### config.mk
export PLATFORM = sky130hd
export DESIGN_NAME = input_debouncer
export DESIGN_NICKNAME = d
export VERILOG_FILES = /design/src/rtl/ats3_pkg.sv /design/src/rtl/sync_chain.sv /design/src/rtl/input_debouncer.sv
export SDC_FILE = /design/constraint.sdc
export NUM_CORES = 1
export LEC_CHECK = 0
export CORE_MARGIN = 2
export CORE_UTILIZATION = 56
export CTS_CLUSTER_SIZE = 10
export DETAILED_ROUTE_END_ITERATION = 6
export GPL_TIMING_DRIVEN = 0
export HOLD_SLACK_MARGIN = 0.05
export MAX_ROUTING_LAYER = met4
export PLACE_DENSITY = 0.77
export SYNTH_ARGS = -nofsm -noshare
export SYNTH_HDL_FRONTEND = slang
export SYNTH_SLANG_ARGS = --single-unit
### constraint.sdc
create_clock -name CLOCK -period 2.8 [get_ports CLOCK]
set_input_delay 0.56 -clock CLOCK [delete_from_list [all_inputs] [get_ports CLOCK]]
set_output_delay 0.56 -clock CLOCK [all_outputs]
set_load 0.01 [all_outputs]
### src/rtl/ats3_pkg.sv
`default_nettype none
// ============================================================================
// Module      : ats3_pkg
// Description : Shared FSM state encoding and constant helpers for the board
//               input conditioning blocks.
// Revision    : 1.0 - initial release
// ============================================================================
package ats3_pkg;

    // Debouncer FSM states, explicit 1-bit encoding
    typedef enum logic [0:0] {
        ST_STABLE = 1'b0,
        ST_CHECK  = 1'b1
    } deb_state_t;

    // Ceiling log2, never less than 1 so derived widths stay legal
    function automatic int clog2(input int value);
        int result;
        result = 0;
        while ((1 << result) < value) begin
            result = result + 1;
        end
        if (result < 1) begin
            result = 1;
        end
        return result;
    endfunction

endpackage
`default_nettype wire

### src/rtl/sync_chain.sv
`default_nettype none
// ============================================================================
// Module      : sync_chain
// Description : SYNC_STAGES-deep flop chain bringing an asynchronous level
//               into the CLOCK domain; reset value is INIT_LEVEL.
// Revision    : 1.0 - initial release
// ============================================================================
module sync_chain #(
    parameter int   SYNC_STAGES = 2,
    parameter logic INIT_LEVEL  = 1'b0
) (
    input  logic CLOCK,
    input  logic RESET,
    input  logic i_async,
    output logic o_sync
);

    logic [SYNC_STAGES-1:0] r_stages;

    // Shift the raw level through the chain; stage 0 is the only one that sees it
    always_ff @(posedge CLOCK) begin
        if (RESET) begin
            r_stages <= {SYNC_STAGES{INIT_LEVEL}};
        end else begin
            r_stages <= {r_stages[SYNC_STAGES-2:0], i_async};
        end
    end

    assign o_sync = r_stages[SYNC_STAGES-1];

endmodule
`default_nettype wire

### src/rtl/input_debouncer.sv
`default_nettype none
// ============================================================================
// Module      : input_debouncer
// Description : Synchronizes a raw board input, accepts a new level only after
//               STABLE_CYCLES consecutive differing cycles, and keeps a
//               saturating count of aborted transitions.
// Revision    : 1.0 - initial release
// ============================================================================
module input_debouncer
    import ats3_pkg::*;
#(
    parameter int   SYNC_STAGES   = 2,
    parameter int   STABLE_CYCLES = 1000,
    parameter int   GLITCH_WIDTH  = 8,
    parameter logic INIT_LEVEL    = 1'b0
) (
    input  logic                    CLOCK,
    input  logic                    RESET,
    input  logic                    RAW_INPUT,
    input  logic                    GLITCH_CLEAR,
    output logic                    DEBOUNCED,
    output logic [GLITCH_WIDTH-1:0] GLITCH_COUNT
);

    // Counter only has to reach STABLE_CYCLES-1, so clog2 bits suffice
    localparam int CNT_WIDTH = clog2(STABLE_CYCLES);
    localparam logic [CNT_WIDTH-1:0] c_cnt_last = CNT_WIDTH'(STABLE_CYCLES - 1);

    logic                    w_sync_level;
    deb_state_t              r_state;
    deb_state_t              w_state_nxt;
    logic [CNT_WIDTH-1:0]    r_cnt;
    logic [CNT_WIDTH-1:0]    w_cnt_nxt;
    logic                    r_debounced;
    logic                    w_debounced_nxt;
    logic                    w_abort;
    logic [GLITCH_WIDTH-1:0] r_glitch;

    sync_chain #(
        .SYNC_STAGES (SYNC_STAGES),
        .INIT_LEVEL  (INIT_LEVEL)
    ) u_sync_chain (
        .CLOCK   (CLOCK),
        .RESET   (RESET),
        .i_async (RAW_INPUT),
        .o_sync  (w_sync_level)
    );

    // State, stability counter and output level registers
    always_ff @(posedge CLOCK) begin
        if (RESET) begin
            r_state     <= ST_STABLE;
            r_cnt       <= '0;
            r_debounced <= INIT_LEVEL;
        end else begin
            r_state     <= w_state_nxt;
            r_cnt       <= w_cnt_nxt;
            r_debounced <= w_debounced_nxt;
        end
    end

    // Next-state logic: abort is checked before commit so a level that returns
    // on the final counting cycle still counts as a glitch
    always_comb begin
        w_state_nxt     = r_state;
        w_cnt_nxt       = r_cnt;
        w_debounced_nxt = r_debounced;
        w_abort         = 1'b0;
        case (r_state)
            ST_STABLE: begin
                w_cnt_nxt = '0;
                if (w_sync_level != r_debounced) begin
                    w_state_nxt = ST_CHECK;
                    w_cnt_nxt   = CNT_WIDTH'(1);
                end
            end
            ST_CHECK: begin
                if (w_sync_level == r_debounced) begin
                    w_state_nxt = ST_STABLE;
                    w_cnt_nxt   = '0;
                    w_abort     = 1'b1;
                end else if (r_cnt == c_cnt_last) begin
                    w_state_nxt     = ST_STABLE;
                    w_cnt_nxt       = '0;
                    w_debounced_nxt = ~r_debounced;
                end else begin
                    w_cnt_nxt = r_cnt + CNT_WIDTH'(1);
                end
            end
            default: begin
                w_state_nxt = ST_STABLE;
                w_cnt_nxt   = '0;
            end
        endcase
    end

    // Saturating glitch counter; clear beats a coincident abort
    always_ff @(posedge CLOCK) begin
        if (RESET) begin
            r_glitch <= '0;
        end else if (GLITCH_CLEAR) begin
            r_glitch <= '0;
        end else if (w_abort && !(&r_glitch)) begin
            r_glitch <= r_glitch + GLITCH_WIDTH'(1);
        end
    end

    assign DEBOUNCED    = r_debounced;
    assign GLITCH_COUNT = r_glitch;

endmodule
`default_nettype wire

Word-level counts from Yosys, hierarchy flattened
Cells that the tools add are included.
- bits in registers: 22
- input bits: 4
- output and inout port bits: 9
- logic and storage cells: 28
- add/sub/neg operators: 2
- eq/ne operators: 3
- multiplexer cells: 10
- bitwise logic cells: 3
- reduce and logical (&&, ||, !) cells: 5
- operators with widths (operator ; count):
    $mux 10 ; 2
    $pmux 10 s2 ; 1
    $add 10x1->10 const B ; 1
    $eq 10x10->1 const B ; 1
    $add 8x1->8 const B ; 1
    $reduce_and 8->1 ; 1
    $mux 1 ; 6
    $not 1->1 ; 3
    $reduce_and 3->1 ; 1
    $pmux 1 s2 ; 1
    $reduce_or 2->1 ; 1
    $eq 1x1->1 ; 1
    $logic_and 1x1->1 ; 1
    $logic_not 1->1 ; 1
    $ne 1x1->1 ; 1

Depth between registers and ports, before layout
Gate-level depths: netlist of run 1.
- depth after elaboration: 4
- depth in mapped cells: 5

Modules after synthesis
Synthesis of run 1 repeated with hierarchy kept, for this count alone.
- cell total of the unflattened synthesis: 101
- area, all modules: 935.9 µm²
- modules (own cells, without submodules) (module ; instances ; cells an instance ; area each (µm²)):
    input_debouncer ; 1 ; 97 ; 883.3
    sync_chain ; 1 ; 4 ; 52.6

Least setup slack after synthesis of run 1
Ideal clock, no wire load.
- path kind: reg2reg
- start point: reg r_glitch[0] (netlist: GLITCH_COUNT[0])
- end point: reg r_glitch[1] (netlist: GLITCH_COUNT[1])
- setup time: 124 ps
- data arrival time: 1489 ps
- data required time: 2676 ps
- setup slack: 1187 ps
- stages on the path, launching flop included: 6
- buffers on the path: 0
- cells stage by stage: dfxtp_1 > ha_1 > nand3_1 > o311ai_0 > mux2i_1 > nor2_1
- word-level cells in the longest chain between the ends: 3
- elaborated cells on any way between the ends: 4
- those cells by class: add/sub: 1; reduce/logical: 3
- ends and longest elaborated chain (item ; line ; source):
    from (decl) ; input_debouncer.sv:37 ; logic [GLITCH_WIDTH-1:0] r_glitch;
    from (signal assigned) ; input_debouncer.sv:104 ; r_glitch <= r_glitch + GLITCH_WIDTH'(1);
    branches (longest 3 deep; another with $add 8x1->8) ; n/a ;
Several ways; the timed one is not identified.
A chain may end at the register's enable or synchronous reset.

Final worst setup path of run 1
- start point: reg r_glitch[3] (netlist: GLITCH_COUNT[3])
- end point: out GLITCH_COUNT[3]
- RTL lines (item ; line ; source):
    to (decl) ; input_debouncer.sv:22 ; output logic [GLITCH_WIDTH-1:0] GLITCH_COUNT
No word-level cell between the ends.

==> results of run 1 <==
-- layer usage --
layer,track usage,wire [um],share of wire
met1,0.285,968,0.50
met4,0.0686,26,0.013
met5,-,0,0
met2,0.300,849,0.43
met3,0.0353,111,0.057
-- registers in the layout, summed over array words and instances, names as in the netlist --
signal and count:
r_state 1, GLITCH_COUNT 8, r_cnt 10, u_sync_chain.r_stages 2, DEBOUNCED 1
-- power groups by stage --
stage	Combinational (W)	Sequential (W)	Clock (W)
2_1_floorplan	0.00000758	0.000324	0
3_5_place_dp	0.0000150	0.000324	0
4_1_cts	0.0000150	0.000317	0.000179
5_1_grt	0.0000164	0.000318	0.000192
6_report	0.0000150	0.000317	0.000177
3_3_place_gp	0.0000144	0.000324	0
-- worst max-delay path by stage --
stage | startpoint | endpoint | slack (ns) | cells past startpoint
final | GLITCH_COUNT[3] | GLITCH_COUNT[3] | 0.89 | 1
after global routing | DEBOUNCED | DEBOUNCED | 0.85 | 1
after CTS | GLITCH_COUNT[3] | GLITCH_COUNT[3] | 0.91 | 1
after detailed placement | RESET | GLITCH_COUNT[4] | 0.75 | 5
after global placement | RESET | GLITCH_COUNT[4] | 0.79 | 5
after floorplan | GLITCH_COUNT[0] | GLITCH_COUNT[1] | 1.19 | 5
-- kinds of logic after synthesis --
family          Yosys count  share of synthesized area
mux                       2                     0.0202
fa+ha+maj                 2                     0.0252
flops                    22                      0.444
buf+inv                   6                     0.0227
simple gates             53                      0.281
xor+xnor                  8                     0.0782
compound gates           18                      0.129
-- layout by cell type, fill, tap and decap left out, types with 2 or more instances in the layout --
| master | count |
|---|---|
| dfxtp_1 | 22 |
| nor2_1 | 18 |
| nor3_1 | 4 |
| nand3_1 | 8 |
| xor2_1 | 4 |
| inv_1 | 5 |
| xnor2_1 | 3 |
| clkbuf_4 | 3 |
| nor2b_1 | 3 |
| a211oi_1 | 2 |
| and3_1 | 6 |
| and2_1 | 2 |
| a31oi_1 | 2 |
| a21oi_1 | 5 |
| a21o_1 | 2 |
| ha_1 | 2 |
| clkdlybuf4s50_1 | 12 |
| nand2_1 | 2 |
| nand4_1 | 3 |
| mux2i_1 | 2 |
-- stage by stage --
stage | worst slack (ns) | std cells | instance area [um^2] | utilization
after floorplan | 1.19 | 111 | 992 | -
after global placement | 0.792 | 140 | 1130 | 0.671
after detailed placement | 0.748 | 140 | 1130 | 0.671
after CTS | 0.908 | 144 | 1170 | 0.693
after global routing | 0.849 | 144 | 1170 | 0.693
final | 0.893 | 144 | 1170 | 0.693
-- final cells by class --
| class | count | area share |
|---|---|---|
| clock buffers | 4 | 0.0310 |
| repair buffers | 12 | 0.103 |
| plain buffers | 1 | 0.00321 |
| well taps | 17 | 0.0182 |
| multi-input cells | 83 | 0.452 |
| inverters | 5 | 0.0160 |
| flip-flops and latches | 22 | 0.376 |
-- worst reg2reg max path: cells and delay by family (launching register included) --
kind                     cells  cell delay, ns
AO/OA/AOI/OAI                1            0.65
flip-flops                   1            0.40
multiplexers                 1            0.26
adder cells (fa/ha/maj)      1            0.25
AND/OR/NAND/NOR              2            0.16
==> impl_metrics.yaml, run 1 <==
run_status:
  status: "finished, final reports clean"
synthesis:
  synth-seq-cells: 22
  netlist_top_cells_area: "dfxtp_1 (44%), nor2_1 (6.8%), nand3_1 (4.0%), and3_1 (3.8%), xor2_1 (3.5%)"
  synth-edff-count: 0
  syn_nets: 117
  synth_top_area_cell: "dfxtp_1"
  ys.flop_type: "dfxtp_1"
  post-synth-top-count-cell: "dfxtp_1"
  synth_top_area_frac: 0.444
  synth-seq-area-share: 0.444
  synth_common_cells: "dfxtp_1 (22), nor2_1 (18), nand3_1 (8), and3_1 (6)"
  avgSynthCellArea_um2: 8.94
  synth.distinct_cells: 34
  synth-async-reset-ratio: 0
  yosysWarnings: 0
  synthCells: 111
  netlist_area_um2: 992
cts:
  post_cts_resized: 0
  clk_path_buf_depth: 2
  root_buffer: "clkbuf_4"
  clkTransAtPathRegs_ns: 0.12
  clkSinkCount: 22
  htreeDepth: 1
  cts_tree: "yes"
  cts_hold_buf: 0
  worstSkewPairLatency_ns: 0.31
  post-cts-setup-buffers: 0
  cts_made_buffers: 3
timing:
  slew_viol_final: 0
  setup_viol_count_final: 0
  fmax_ghz: 0.524
  slew_headroom: 0.498
  post-route-period-util: 0.681
  rsz0062_at_grt: "false"
  holdWs_ns: 0.457
  skew_ns: 0.00274
  fin_setup_tns_ns: 0
  hold_violations: 0
  min_period_ns: 1.91
  worst_pin_slew_ns: 0.744
critical_path:
  r2r_start: "GLITCH_COUNT[0]"
  r2r_cells: 5
  cp-start-kind: "flop"
  crit_chain: "clkdlybuf4s50_1"
  path_max_fanout: 7
  path_buf_inv: 1
  worstReg2RegEnd: "GLITCH_COUNT[1]"
  cp_slowest_stage_delay_ns: 0.58
  cp_data_required_time_ns: 2.24
  crit_arrival_ns: 1.35
  path_delay_family: "buffers and inverters"
  crit_slowest_cell: "clkdlybuf4s50_1"
  worstSetupEndpointType: "output pin"
  r2r_slack_ns: 0.99
  crit_type: "flop to output pin"
global_routing:
  grt_pass1_wl_um: 3110
  grt.overflow.total: 0
  grt_max_degree: 13
  grt_pass1_vias: 758
  antenna_found_initial: 0
  grt_usage: 0.205
die:
  dieWidth_um: 46.1
  coreArea_mm2: 0.00169
  start_util: 0.587
  die_y_um: 46.1
  row_count: 15
  ioPinCount: 13
  die-area_mm2: 0.00212
layout:
  multi_input_area_um2: 529
  drive_above_1_share: 0.0709
  antennaDiodeCount: 0
  fillCellCount: 138
  area.sequential_um2: 440
  final_nets: 134
  area_delta_synth_final_pct: 17.9
pwr:
  internal-power_w: 0.000403
  comb_power_share: 0.029
  power_density_mw_per_mm2: 435
  power_w: 0.000509
  clkPwrFrac: 0.347
  irDropWorstVdd_uv: 315
  swShare: 0.209
  leakage_nw: 0.433
  seqPwrFrac: 0.624
  p_switching_w: 0.000106
detailed_routing:
  first_pass_iters: 4
  vias_per_cell: 6.21
  vias: 894
  wire_per_inst_um: 13.6
  first_iter_violations: 26
  drc: 0
  routed_wl_um: 1960
  ant_nets: 0
placed_design:
  routabilityCongestion: 0.816
  numPortBuffers: 12
  hpwl_um: 1390
worst_hold_path:
  hold_start: "u_sync_chain.r_stages[0]"
  hp-class: "flop to flop"
  whs_path_depth: 1
  min_to: "u_sync_chain.r_stages[1]"
job:
  maxCapViolations: 0
Note: power is estimated with default switching activity, not from simulation.
==> run 2, diff against run 1 <==
- CORE_UTILIZATION: 56 -> 47
- PLACE_DENSITY: 0.77 -> 0.68
- clock period: 2.8 -> 1.6 ns (I/O delays scaled with it)
==> run 2 against run 1 <==
- via count down 1.1%
- worst hold slack worse by 0.00051 ns
- combinational power up 110%
- critical path depth unchanged
- total power up 74%
- sequential share of layout area down 0.73 points
- critical path type unchanged
==> impl_metrics.yaml, run 2 (same netlist as run 1, synthesis figures left out) <==
global_routing:
  grt_usage: 0.184
  antenna_found_initial: 0
  grt_pass1_wl_um: 3370
  grt_max_degree: 13
  grt_pass1_vias: 804
  grt.overflow.total: 0
job:
  maxCapViolations: 0
timing:
  fmax_ghz: 0.636
  fin_setup_tns_ns: 0
  setup_slack_ns: 0.0271
  hold_violations: 0
  min_period_ns: 1.57
  slew_viol_final: 0
  skew_ns: 0.00237
  setup_viol_count_final: 0
  post-route-period-util: 0.983
  worst_pin_slew_ns: 0.373
  slew_headroom: 0.752
  holdWs_ns: 0.456
critical_path:
  worstSetupEndpointType: "output pin"
  cp_slowest_stage_delay_ns: 0.54
  path_max_fanout: 7
  cp_data_required_time_ns: 1.28
  crit_chain: "clkdlybuf4s50_1"
  r2r_slack_ns: 0.06
  crit_type: "flop to output pin"
  path_buf_inv: 1
  crit_slowest_cell: "clkdlybuf4s50_1"
  path_delay_family: "buffers and inverters"
  cp-start-kind: "flop"
  crit_arrival_ns: 1.25
detailed_routing:
  first_pass_iters: 4
  wire_per_inst_um: 13.3
  vias: 884
  drc: 0
  routed_wl_um: 2070
  vias_per_cell: 5.67
  ant_nets: 0
  first_iter_violations: 32
placed_design:
  dp_cells: 150
  routabilityCongestion: 0.775
  numPortBuffers: 12
  hpwl_um: 1450
  dp_slack_ns: -0.181
layout:
  multi_input_area_um2: 563
  layout_common_cells: "nor2_1 (18), dfxtp_1 (13), clkdlybuf4s50_1 (11), nand3_1 (7), and3_1 (6)"
  largest-register: "r_cnt"
  stdcell_count: 156
  fin_util: 0.634
  area_delta_synth_final_pct: 26.7
  largest_reg_flops: 10
  drive_above_1_share: 0.171
  area.sequential_um2: 464
  fillCellCount: 166
  antennaDiodeCount: 0
  final_common_cell: "nor2_1"
  final_nets: 136
cts:
  cts_hold_buf: 0
  clk_path_buf_depth: 2
  clkTransAtPathRegs_ns: 0.12
  cts_made_buffers: 3
  cts_tree: "yes"
  worstSkewPairLatency_ns: 0.31
  htreeDepth: 1
  clkSinkCount: 22
  root_buffer: "clkbuf_4"
worst_hold_path:
  hp-class: "flop to flop"
pwr:
  power_density_mw_per_mm2: 706
  leakage_nw: 0.472
  irDropWorstVdd_uv: 634
run_status:
  status: "finished, final reports clean"
die:
  die-area_mm2: 0.00249
  start_util: 0.501
  dieWidth_um: 49.9
  coreArea_mm2: 0.00198
  ioPinCount: 13
  row_count: 16
  die_y_um: 49.9
run 2: cell count changes in the layout (fill, tap and decap cells not counted), sizes merged:
cell,before,now
clkdlybuf4s50,12,11
dlymetal6s2s,0,1
buf,0,2
run 2: routing by layer:
layer / vias to the layer above / routed length, um / track usage
li1: 439 / - / -
met1: 416 / 1030 / 0.239
met2: 24 / 918 / 0.276
met3: 5 / 75 / 0.0364
met4: 0 / 44 / 0.0833
met5: - / 0 / -
run 2: what timing repair did:
item | 4_1_cts | 5_1_grt
gates resized for setup | 9 | 10
endpoints found under the setup margin | 7 | 10
pin swaps | 0 | 1
buffers inserted | 0 | 2
run 2: report_power, final:
part	leakage (nW)	switching [W]	internal [W]
Clock	0.0210	0.000168	0.000139
Combinational	0.267	0.0000133	0.0000185
Sequential	0.184	0.00000509	0.000543
Total	0.472	0.000187	0.000701
run 2: per-stage QoR:
| step | power [W] | instance area [um^2] |
|---|---|---|
| 2_1_floorplan | 0.000581 | 992 |
| 3_3_place_gp | 0.000593 | 1150 |
| 3_5_place_dp | 0.000594 | 1150 |
| 4_1_cts | 0.000899 | 1200 |
| 5_1_grt | 0.000914 | 1260 |
| 6_report | 0.000887 | 1260 |
run 2: cell type report:
type / instances / area share
plain buffers: 1 / 0.00299
clock buffers: 4 / 0.0289
multi-input cells: 83 / 0.448
flip-flops and latches: 22 / 0.369
inverters: 5 / 0.0149
well taps: 27 / 0.0269
repair buffers: 14 / 0.109
run 2: final timing paths:
path / startpoint / to / cells past startpoint
hold / removal: u_sync_chain.r_stages[0] / u_sync_chain.r_stages[1] / 1
setup reg to reg: u_sync_chain.r_stages[1] / GLITCH_COUNT[5] / 4
hold reg to reg: u_sync_chain.r_stages[0] / u_sync_chain.r_stages[1] / 1
setup / recovery: GLITCH_COUNT[3] / GLITCH_COUNT[3] / 1
